**config.mk**
```make
export PLATFORM = sky130hd
export DESIGN_NAME = dma_bus_master
export DESIGN_NICKNAME = d
export VERILOG_FILES = /design/src/rtl/dma_bus_master.sv
export SDC_FILE = /design/constraint.sdc
export NUM_CORES = 1
export LEC_CHECK = 0
export ABC_AREA = 1
export ABC_CLOCK_PERIOD_IN_PS = 2950
export CORE_ASPECT_RATIO = 0.6
export CORE_MARGIN = 10
export CORE_UTILIZATION = 40
export DETAILED_ROUTE_END_ITERATION = 6
export REMOVE_ABC_BUFFERS = 1
export SLEW_MARGIN = 25
export SYNTH_ARGS = -nofsm -noshare
export SYNTH_HDL_FRONTEND = slang
export SYNTH_SLANG_ARGS = --single-unit
```
**constraint.sdc**
```tcl
create_clock -name clk -period 2.95 [get_ports clk]
set_input_delay 0.4425 -clock clk [delete_from_list [all_inputs] [get_ports clk]]
set_output_delay 0.4425 -clock clk [all_outputs]
set_load 0.01 [all_outputs]
```
**src/rtl/dma_bus_master.sv**
```systemverilog
// dma_bus_master: 6809 DMA initiator that writes a byte stream to consecutive bus addresses
module dma_bus_master #(
    parameter int SETUP_CLKS    = 2,
    parameter int STROBE_CLKS   = 4,
    parameter int HOLD_CLKS     = 2,
    parameter int MAX_BURST     = 14,
    parameter int GAP_CLKS      = 16,
    parameter int GRANT_TIMEOUT = 1024
) (
    input  logic        clk,
    input  logic        reset,
    input  logic        i_start,
    input  logic [15:0] i_base_addr,
    input  logic [12:0] i_length,
    input  logic [7:0]  i_wr_data,
    input  logic        i_wr_valid,
    output logic        o_wr_ready,
    input  logic        i_BA,
    input  logic        i_BS,
    output logic        o_DMA,
    output logic [15:0] o_ADDRESS,
    output logic        o_ADDR_OE,
    output logic [7:0]  o_DATA,
    output logic        o_DATA_OE,
    output logic        o_RW,
    output logic        o_WE,
    output logic        o_busy,
    output logic        o_done,
    output logic        o_error
);
    localparam int CW = $clog2(GRANT_TIMEOUT + GAP_CLKS + SETUP_CLKS + STROBE_CLKS + HOLD_CLKS + 1);
    localparam int BW = $clog2(MAX_BURST + 1);
    typedef enum logic [2:0] {IDLE, FETCH, REQ, SETUP, STROBE, HOLD, NEXT, RELEASE} state_t;
    state_t        state_q, state_d;
    logic [15:0]   base_q, base_d, addr_q, addr_d;
    logic [12:0]   rem_q, rem_d, idx_q, idx_d;
    logic [BW-1:0] burst_q, burst_d;
    logic [CW-1:0] cnt_q, cnt_d;
    logic [7:0]    data_q, data_d;
    logic          have_q, have_d, fin_q, fin_d, done_q, done_d, err_q, err_d;
    logic [1:0]    ba_q, bs_q;
    logic          grant, bus_on, hs, gap_ok;
    assign grant      = ba_q[1] & bs_q[1];
    assign bus_on     = state_q inside {SETUP, STROBE, HOLD, NEXT};
    // Ready in NEXT only while bytes remain, so no byte is swallowed after the last write
    assign o_wr_ready = (state_q == FETCH) || (state_q == NEXT && rem_q != '0);
    assign hs         = i_wr_valid & o_wr_ready;
    assign gap_ok     = cnt_q >= CW'(GAP_CLKS - 1);
    assign o_DMA      = !(bus_on || state_q == REQ);
    assign o_ADDR_OE  = bus_on;
    assign o_DATA_OE  = bus_on;
    assign o_RW       = !bus_on;
    assign o_WE       = state_q != STROBE;
    assign o_ADDRESS  = addr_q;
    assign o_DATA     = data_q;
    assign o_busy     = state_q != IDLE;
    assign o_done     = done_q;
    assign o_error    = err_q;
    always_comb begin
        state_d = state_q;
        base_d  = base_q;
        addr_d  = addr_q;
        rem_d   = rem_q;
        idx_d   = idx_q;
        burst_d = burst_q;
        cnt_d   = cnt_q + 1'b1;
        data_d  = data_q;
        have_d  = have_q;
        fin_d   = fin_q;
        done_d  = 1'b0;
        err_d   = 1'b0;
        case (state_q)
            IDLE: if (i_start) begin
                if (i_length == '0) done_d = 1'b1;
                else begin
                    base_d  = i_base_addr;
                    rem_d   = i_length;
                    idx_d   = '0;
                    have_d  = 1'b0;
                    fin_d   = 1'b0;
                    state_d = FETCH;
                end
            end
            FETCH: if (hs) begin
                data_d  = i_wr_data;
                state_d = REQ;
            end
            REQ: if (grant) begin
                burst_d = '0;
                state_d = SETUP;
            end else if (cnt_q == CW'(GRANT_TIMEOUT - 1)) begin
                err_d   = 1'b1;
                rem_d   = '0;
                state_d = IDLE;
            end
            SETUP:  state_d = (cnt_q == CW'(SETUP_CLKS - 1)) ? STROBE : SETUP;
            STROBE: state_d = (cnt_q == CW'(STROBE_CLKS - 1)) ? HOLD : STROBE;
            HOLD: if (cnt_q == CW'(HOLD_CLKS - 1)) begin
                rem_d   = rem_q - 1'b1;
                idx_d   = idx_q + 1'b1;
                burst_d = burst_q + 1'b1;
                state_d = NEXT;
            end
            NEXT: if (rem_q == '0) begin
                fin_d   = 1'b1;
                state_d = RELEASE;
            end else if (hs) begin
                data_d  = i_wr_data;
                have_d  = burst_q == BW'(MAX_BURST);
                state_d = (burst_q == BW'(MAX_BURST)) ? RELEASE : SETUP;
            end else begin
                have_d  = 1'b0;
                state_d = RELEASE;
            end
            RELEASE: if (gap_ok && !ba_q[1]) begin
                done_d  = fin_q;
                have_d  = 1'b0;
                state_d = fin_q ? IDLE : (have_q ? REQ : FETCH);
            end else cnt_d = gap_ok ? cnt_q : cnt_q + 1'b1;
            default: state_d = IDLE;
        endcase
        if (state_d != state_q) cnt_d = '0;
        if (state_d == SETUP) addr_d = base_d + {3'b000, idx_d};
    end
    always_ff @(posedge clk) begin
        if (reset) begin
            state_q <= IDLE;
            base_q  <= '0;
            addr_q  <= '0;
            rem_q   <= '0;
            idx_q   <= '0;
            burst_q <= '0;
            cnt_q   <= '0;
            data_q  <= '0;
            have_q  <= 1'b0;
            fin_q   <= 1'b0;
            done_q  <= 1'b0;
            err_q   <= 1'b0;
            ba_q    <= '0;
            bs_q    <= '0;
        end else begin
            state_q <= state_d;
            base_q  <= base_d;
            addr_q  <= addr_d;
            rem_q   <= rem_d;
            idx_q   <= idx_d;
            burst_q <= burst_d;
            cnt_q   <= cnt_d;
            data_q  <= data_d;
            have_q  <= have_d;
            fin_q   <= fin_d;
            done_q  <= done_d;
            err_q   <= err_d;
            ba_q    <= {ba_q[0], i_BA};
            bs_q    <= {bs_q[0], i_BS};
        end
    end
endmodule

```
# Word level (Yosys, flattened, before mapping)
# Index checks and enable logic that the tools add are counted.
# word_totals
input_bits,43
elab_cells,122
output_inout_bits,33
ff_bits,92
# classes
mux,50
n_reduce_logical,25
n_lt_le_gt_ge,1
n_eq_ne,24
bitwise,3
add_sub_neg,5
# op_table
cell,n
$mux W13,8
$mux W16,3
$pmux W13 S3,1
$mux W11,3
$mux W3,11
$logic_not A13 Y1,2
$pmux W13 S2,1
$pmux W3 S8,1
$add A16 B13 Y16,1
$mux W8,2
$pmux W8 S2,1
$add A13 B1 Y13 const B,1
$reduce_bool A13 Y1,1
$sub A13 B1 Y13 const B,1
$eq A3 B3 Y1 const B,4
$ne A2 B2 Y1 const B,6
$add A11 B1 Y11 const B,1
$eq A11 B1 Y1 const B,1
$eq A11 B10 Y1 const B,1
$eq A11 B2 Y1 const B,1
$ge A11 B4 Y1 const B,1
$mux W1,11
$eq A3 B2 Y1 const B,3
$reduce_bool A3 Y1,3
26 further kinds,39

# Logic depth before layout (Yosys ltp)
# Gate-level depths: netlist of run 1.
# logic_depth
word_depth,9
mapped_depth,24
depth_no_buf,24

# Worst setup path after synthesis of run 1
# No wires, ideal clock.
# synth_path
path_type,reg2reg
from,register state_q[2]
to,register addr_q[10] (netlist: o_ADDRESS[10])
n_path_buf,2
path_stages_with_launch,19
required_ns,2.837
path_slack_ns,0.019
period_less_slack_ns,2.931
t_arrival_ns,2.818
setup_time_ns,0.113
path_cell_list,dfxtp_1 > buf_2 > inv_2 > nand2_1 > nor2_2 > nand2_1 > clkbuf_1 > o21ai_0 > inv_1 > ha_1 > fa_1 > nand3_1 > nand2_1 > a21oi_1 > o21bai_1 > xnor2_1 > nand2_1 > nand2_1 > nor2_1
# synth_between
word_cells_on_any_way,25
classes_between,add/sub: 1; eq/ne: 8; mux: 12; bitwise: 1; reduce/logical: 3
# synth_lines
item,line,text
start: declaration,34,"state_t state_q, state_d;"
start signal: assignment,142,state_q <= state_d;
$logic_not A3 Y1,72,case (state_q)
$mux W16,72,
net base_d[0],35,"logic [15:0] base_q, base_d, addr_q, addr_d;"
$add A16 B13 Y16,123,"if (state_d == SETUP) addr_d = base_d + {3'b000, idx_d};"
end signal: assignment,144,addr_q <= addr_d;
end: declaration,35,
# The timed path passes the listed nets, and every way through them passes these cells.
# A chain may end at the register's enable or synchronous reset.

# Worst setup path in the final report of run 1
# layout_path
from,input i_length[9]
to,register addr_q[7] (netlist: o_ADDRESS[7])
# layout_between
elab_chain_cells,5
word_cells_on_any_way,12
classes_between,add/sub: 1; eq/ne: 1; mux: 9; reduce/logical: 1
# layout_rtl
item,line,text
start: declaration,14,"input logic [12:0] i_length,"
$logic_not A13 Y1,74,if (i_length == '0) done_d = 1'b1;
$mux W13,74,
$mux W13,73,IDLE: if (i_start) begin
$pmux W13 S2,72,
net idx_d[4],36,"logic [12:0] rem_q, rem_d, idx_q, idx_d;"
$add A16 B13 Y16,123,
# The timed path passes the listed nets, and every way through them passes these cells.

==> results of run 1 <==
==> repair_timing <==
action	4_1_cts	5_1_grt
gates resized for setup	41	114
setup endpoints to repair	12	12
gates cloned	1	2
pin swaps	8	39
setup buffers	0	16
==> sequential cells by signal (all words and copies together), names as in the netlist <==
signal     count
o_ADDRESS     16
o_done         1
burst_q        4
cnt_q         11
idx_q         13
have_q         1
rem_q         13
o_error        1
o_DATA         8
state_q        3
base_q        16
fin_q          1
ba_q           2
bs_q           2
==> final cells by class <==
cell class | count | area share
Sequential cell | 92 | 0.236
Clock buffer | 10 | 0.0305
Clock inverter | 6 | 0.0120
Timing Repair Buffer | 171 | 0.194
Multi-Input combinational cell | 584 | 0.444
Tap cell | 170 | 0.0272
Inverter | 118 | 0.0571
==> kinds of logic (layout without fill, tap and decap cells) <==
group	after synthesis	in the layout
AO/OA/AOI/OAI	130	130
XOR/XNOR	24	24
adder cells (fa/ha/maj)	21	21
buffers and inverters	139	305
flip-flops	92	92
multiplexers	1	1
AND/OR/NAND/NOR	407	408
==> worst paths after layout <==
kind / start / to / slack, ns / cells past startpoint
min reg2reg: bs_q[0] / bs_q[1] / 0.41 / 2
max reg2reg: cnt_q[0] / o_ADDRESS[7] / 0.17 / 18
max: i_length[9] / o_ADDRESS[7] / 0.11 / 19
min: bs_q[0] / bs_q[1] / 0.41 / 2
==> Yosys cell counts (3+ instances only) <==
| library cell | number | area, um2 |
|---|---|---|
| a31oi_1 | 5 | 31.3 |
| clkbuf_1 | 11 | 41.3 |
| xor2_1 | 12 | 105 |
| clkinv_1 | 3 | 11.3 |
| xnor2_1 | 12 | 105 |
| a21oi_1 | 55 | 275 |
| nor3_1 | 3 | 15.0 |
| inv_2 | 3 | 11.3 |
| nand2_2 | 4 | 25.0 |
| o21bai_1 | 5 | 37.5 |
| o21ai_0 | 47 | 235 |
| nand3_2 | 3 | 30.0 |
| nand3_1 | 51 | 255 |
| ha_1 | 20 | 250 |
| a211oi_1 | 4 | 30.0 |
| nor2_1 | 140 | 526 |
| or2_2 | 4 | 25.0 |
| nor2_4 | 3 | 33.8 |
| buf_4 | 3 | 22.5 |
| nand2_1 | 183 | 687 |
| buf_2 | 3 | 15.0 |
| inv_1 | 111 | 417 |
| nand4_1 | 6 | 37.5 |
| dfxtp_1 | 92 | 1840 |
==> power breakdown <==
part | total, mW | switching, mW | leakage, nW | internal [mW]
Sequential | 1.46 | 0.0800 | 0.752 | 1.38
Combinational | 1.50 | 0.837 | 2.55 | 0.661
Clock | 1.29 | 0.518 | 0.160 | 0.774
Total | 4.25 | 1.44 | 3.46 | 2.81
==> routing by layer <==
metal  share of wire  routed length [um]  GRT usage  vias to the layer above
met5               0                   0          0                        -
met2            0.41                6790      0.237                      172
met3           0.065                1070     0.0388                       10
met1            0.52                8510      0.242                     2569
li1                -                   -          -                     2904
met4          0.0044                  73     0.0313                        0
==> critical path: stages <==
cell and delay (ns):
clkdlybuf4s50_1 0.46, inv_1 0.09, nand3_2 0.12, nor2_4 0.05, nand2_4 0.08, nand2_8 0.09
nand2_4 0.12, nand2_2 0.10, o21ai_1 0.21, inv_1 0.11, ha_4 0.27, a21oi_2 0.22
o21ai_2 0.10, a21oi_2 0.14, buf_4 0.13, xor2_1 0.14, nand2_1 0.08, nand2_1 0.07
nor2_1 0.05
==> cell usage in the layout, fill, tap and decap left out, types with 14 or more instances in the layout <==
cell             synthesis  layout
nand3_2                  3      14
inv_1                  111     100
o21ai_2                  0      14
nand2_1                183     164
nand2_2                  4      18
a21oi_1                 55      40
buf_4                    3      90
o21ai_0                 47      26
clkdlybuf4s50_1          0      70
dfxtp_1                 92      90
nand3_1                 51      40
nor2_1                 140     128
==> stage by stage <==
stage	setup WS (ns)	hold slack, ns	utilization	instance area [um2]	power (mW)
4_1_cts	0.00354	0.408	0.561	7270	4.11
5_1_grt	-0.0685	0.458	0.603	7830	4.50
2_1_floorplan	-0.324	0.388	-	5240	2.20
3_5_place_dp	-0.588	0.398	0.523	6780	2.76
6_report	0.109	0.408	0.603	7830	4.25
3_3_place_gp	-0.554	0.399	0.523	6780	2.74
==> impl_metrics.yaml, run 1 <==
drt:
  wl_per_cell_um: 14.3
  drc: 0
  ant_nets: 0
  num_vias: 5655
  avgViaCountPerCell: 4.91
  drt_iter0_drc: 357
  wl_um: 16400
  dr.pass1.iters: 5
final_layout:
  regArea_um2: 1840
  diodes: 0
  final_cells: 1151
  fin_nets: 1040
  syn2layout_area_growth_pct: 46.4
  n_fill_cell: 1219
  drive_gt1_frac: 0.246
  multi_input_area_um2: 3470
clocking:
  cts_made_buffers: 9
  hold_buffers: 0
  clk_path_buf_depth: 2
  cts_tree: "done"
  htreeDepth: 3
  clock-sinks: 92
  clk_latency_ns: 0.35
  clk_pin_slew_ns: 0.07
  root_buffer: "clkbuf_16"
timing:
  fmax_mhz: 352
  period_share: 0.963
  layout_min_cycle_time_ns: 2.84
  hold_viol_final: 0
  timing.setup.tns_ns: 0
  report.final.slew_viol_count: 0
  setup_viol: 0
  worst_pin_slew_ns: 0.626
  skew_ns: 0.00682
  slew_headroom: 0.583
die:
  fp.dieArea_um2: 18500
  start_util: 0.412
  die_x_um: 169
  core_um2: 13000
  io_pins: 76
  num_rows: 32
  fp.dieH_um: 110
logic_synthesis:
  synth-compound-area-share: 0.135
  synth_ff_type: "dfxtp_1"
  synthAdderAreaFrac: 0.0506
  async_reset_ff_frac: 0
  synth_cell_types: 49
  synthMuxAreaShare: 0.00187
  synth_top_family_by_area: "simple AND/OR/NAND/NOR gates"
  ys_ff_latch: 92
  yosys_warnings: 0
  avgSynthCellArea_um2: 6.57
  seq_area_frac_synth: 0.345
  synth_simple_gate_area_share: 0.325
  synth-edff-count: 0
  synth_area_um2: 5350
  synth-xor-area-share: 0.0393
  syn_inst: 814
min_path:
  hold_path_class: "reg -> reg"
worst_setup_path:
  crit_type: "in -> reg"
  end_kind: "register"
  cp_max_fo: 6
  cp_data_required_time_ns: 3.19
  cp.arrival_ns: 3.08
  start_kind: "input pin"
power_and_ir_drop:
  power.density_nw_per_um2: 543
  vdd_drop_max_mv: 0.294
  p_leak_nw: 3.46
global_routing:
  grt_pass1_vias: 5203
  grt_max_degree: 55
  overflow: 0
  antenna_found_initial: 0
  grt_pass1_wl_um: 25300
  track_usage: 0.164
outcome:
  outcome: "finished clean"
flow_run:
  maxCapViolations: 0
placement:
  gp_congestion: 0.940
  io_buffers: 75
  dp.cells: 1116
  hpwl_um: 11800
Power figures use the tool's default switching activity.
==> inputs of run 2 (changes only) <==
--- a/config.mk
+++ b/config.mk
@@ -9,8 +9,9 @@
 export ABC_CLOCK_PERIOD_IN_PS = 2950
 export CORE_ASPECT_RATIO = 0.6
 export CORE_MARGIN = 10
-export CORE_UTILIZATION = 40
+export CORE_UTILIZATION = 50
 export DETAILED_ROUTE_END_ITERATION = 6
+export PLACE_DENSITY = 0.77
 export REMOVE_ABC_BUFFERS = 1
 export SLEW_MARGIN = 25
 export SYNTH_ARGS = -nofsm -noshare
==> run 2 against run 1 <==
  * The flow now finishes with violations (setup timing)
  * Highest routed layer unchanged
  * Critical path depth is 1 higher
  * Worst hold slack worse by 0.0039 ns
  * Wire length is 3.7% higher
  * Count of clock-buffer cells in the layout stayed put
  * Sequential power hardly changed
  * First-iteration DRC count is 34% higher
  * Global-route usage is 3.1 points higher
  * Total power is 1.5% higher
  * Clock skew is 0.00060 ns higher
  * Cell area is 1.3% higher
  * Non-clock buffer count is 10 higher
==> impl_metrics.yaml, run 2 (same netlist as run 1, synthesis figures left out) <==
power_and_ir_drop:
  power.density_nw_per_um2: 544
  power_frac_comb: 0.372
  seqPwrFrac: 0.338
  p_int_mw: 2.83
  p_leak_nw: 3.58
  clkPwrFrac: 0.291
  p_total_mw: 4.31
  p_switching_mw: 1.48
  sw_frac_of_total: 0.343
  vdd_drop_max_mv: 0.435
die:
  die_x_um: 153
  fp.dieH_um: 100
  fp.dieArea_um2: 15400
  io_pins: 76
  core_um2: 10500
  start_util: 0.510
  num_rows: 29
timing:
  setup_viol: 1
  slew_headroom: 0.600
  timing.setup.tns_ns: -0.000617
  timing.hold.ws_ns: 0.404
  period_share: 1.00
  setup_ws_ns: -0.000617
  rsz0062_at_grt: "yes"
  worst_pin_slew_ns: 0.599
  hold_viol_final: 0
  skew_ns: 0.00742
  report.final.slew_viol_count: 0
  layout_min_cycle_time_ns: 2.95
  fmax_mhz: 339
worst_setup_path:
  cp.arrival_ns: 3.19
  cp_data_required_time_ns: 3.19
  critPathLaunch: "cnt_q[1]"
  end_kind: "register"
  r2r_cells: 20
  crit_type: "reg -> reg"
  r2r-start: "cnt_q[1]"
  cp_max_fo: 3
  r2r-end: "o_ADDRESS[13]"
  start_kind: "register"
  r2r_slack_ns: -0.0006
min_path:
  hold_path_depth: 2
  hold_end: "bs_q[1]"
  min_from: "bs_q[0]"
  hold_path_class: "reg -> reg"
final_layout:
  diodes: 0
  final_cells: 1129
  n_fill_cell: 766
  drive_gt1_frac: 0.261
  layout_commonest_cell: "nand2_1"
  post-route-util: 0.756
  design_area_um2: 7930
  syn2layout_area_growth_pct: 48.3
  final_cell_mix: "nand2_1 (161), nor2_1 (124), inv_1 (102)"
  fin_nets: 1049
placement:
  pre_cts_ws_ns: -0.606
  gp_congestion: 0.946
  hpwl_um: 10900
  dpl_cell_area_um2: 6790
  io_buffers: 75
  dp.cells: 1090
drt:
  dr.pass1.iters: 5
  drc: 0
  drt_iter0_drc: 480
  wl_per_cell_um: 15.1
  num_vias: 5859
  ant_nets: 0
  wl_um: 17100
  avgViaCountPerCell: 5.19
global_routing:
  antenna_found_initial: 0
  overflow: 0
  grt_max_degree: 55
  grt_pass1_wl_um: 25400
  grt_pass1_vias: 5299
  track_usage: 0.195
outcome:
  outcome: "complete, but fails checks"
  failed_checks: "setup timing"
clocking:
  clock-sinks: 92
  clk_latency_ns: 0.35
  clk_path_buf_depth: 2
  htreeDepth: 3
  root_buffer: "clkbuf_16"
  cts_tree: "done"
  clk_pin_slew_ns: 0.06
  cts_made_buffers: 9
flow_run:
  maxCapViolations: 0
==> run 2: changes by cell type in the layout (fill, tap and decap cells not counted), moves of 5 or more <==
cell,delta
buf_4,+8
nor2_2,+6
dfxtp_2,+5
clkdlybuf4s50_1,-8
dlymetal6s2s_1,+6
dfxtp_1,-5
==> run 2: critical path, stage by stage, from the launching register on <==
cell and delay (ns):
dfxtp_2 0.33, inv_2 0.08, ha_4 0.13, nand3_2 0.07, inv_2 0.10, nand2_4 0.06
nor3_4 0.25, nand3_2 0.15, buf_4 0.16, o21bai_1 0.19, nand3_2 0.12, nand2_2 0.09
ha_4 0.21, a21oi_1 0.17, o21ai_1 0.12, a21oi_2 0.13, nand2_2 0.11, xnor2_1 0.15
nand2_1 0.07, nand2_1 0.09, nor2_1 0.05
==> run 2: repair_timing <==
| item | in CTS | in global routing |
|---|---|---|
| gates resized for setup | 48 | 125 |
| setup buffers | 3 | 18 |
| hold buffers | 0 | 0 |
| pin swaps | 9 | 43 |
| setup endpoints to repair | 12 | 12 |
| cloned | 2 | 1 |
==> run 2: power by group through the flow <==
| stage | Clock, mW | Combinational [mW] | Sequential, mW |
|---|---|---|---|
| floorplan | 0 | 0.705 | 1.49 |
| global placement | 0 | 1.26 | 1.48 |
| detailed placement | 0 | 1.28 | 1.48 |
| CTS | 1.26 | 1.39 | 1.45 |
| global route | 1.30 | 1.76 | 1.47 |
| finish | 1.25 | 1.60 | 1.46 |
==> run 2: layout make-up <==
type | count | area [um2] | area share
clock buffers | 10 | 229 | 0.0289
clock inverters | 6 | 88.8 | 0.0112
inverters | 118 | 447 | 0.0564
multi-input cells | 583 | 3500 | 0.441
flip-flops and latches | 92 | 1850 | 0.233
well taps | 139 | 174 | 0.0219
repair buffers | 181 | 1640 | 0.207
==> run 2: worst max-delay path by stage <==
stage,cells after the start,slack (ns),endpoint
after floorplan,17,-0.32,o_ADDRESS[9]
after global placement,20,-0.48,o_ADDRESS[6]
after detailed placement,20,-0.61,o_ADDRESS[6]
after CTS,23,0.0007,o_ADDRESS[15]
after global routing,22,-0.17,o_ADDRESS[15]
final,20,-0.0006,o_ADDRESS[13]
==> run 2: layer usage <==
metal | track usage | wire, um | vias to the layer above
li1 | - | - | 2917
met1 | 0.276 | 8030 | 2667
met2 | 0.288 | 7370 | 240
met3 | 0.0508 | 1370 | 35
met4 | 0.0492 | 282 | 0
met5 | 0 | 0 | -
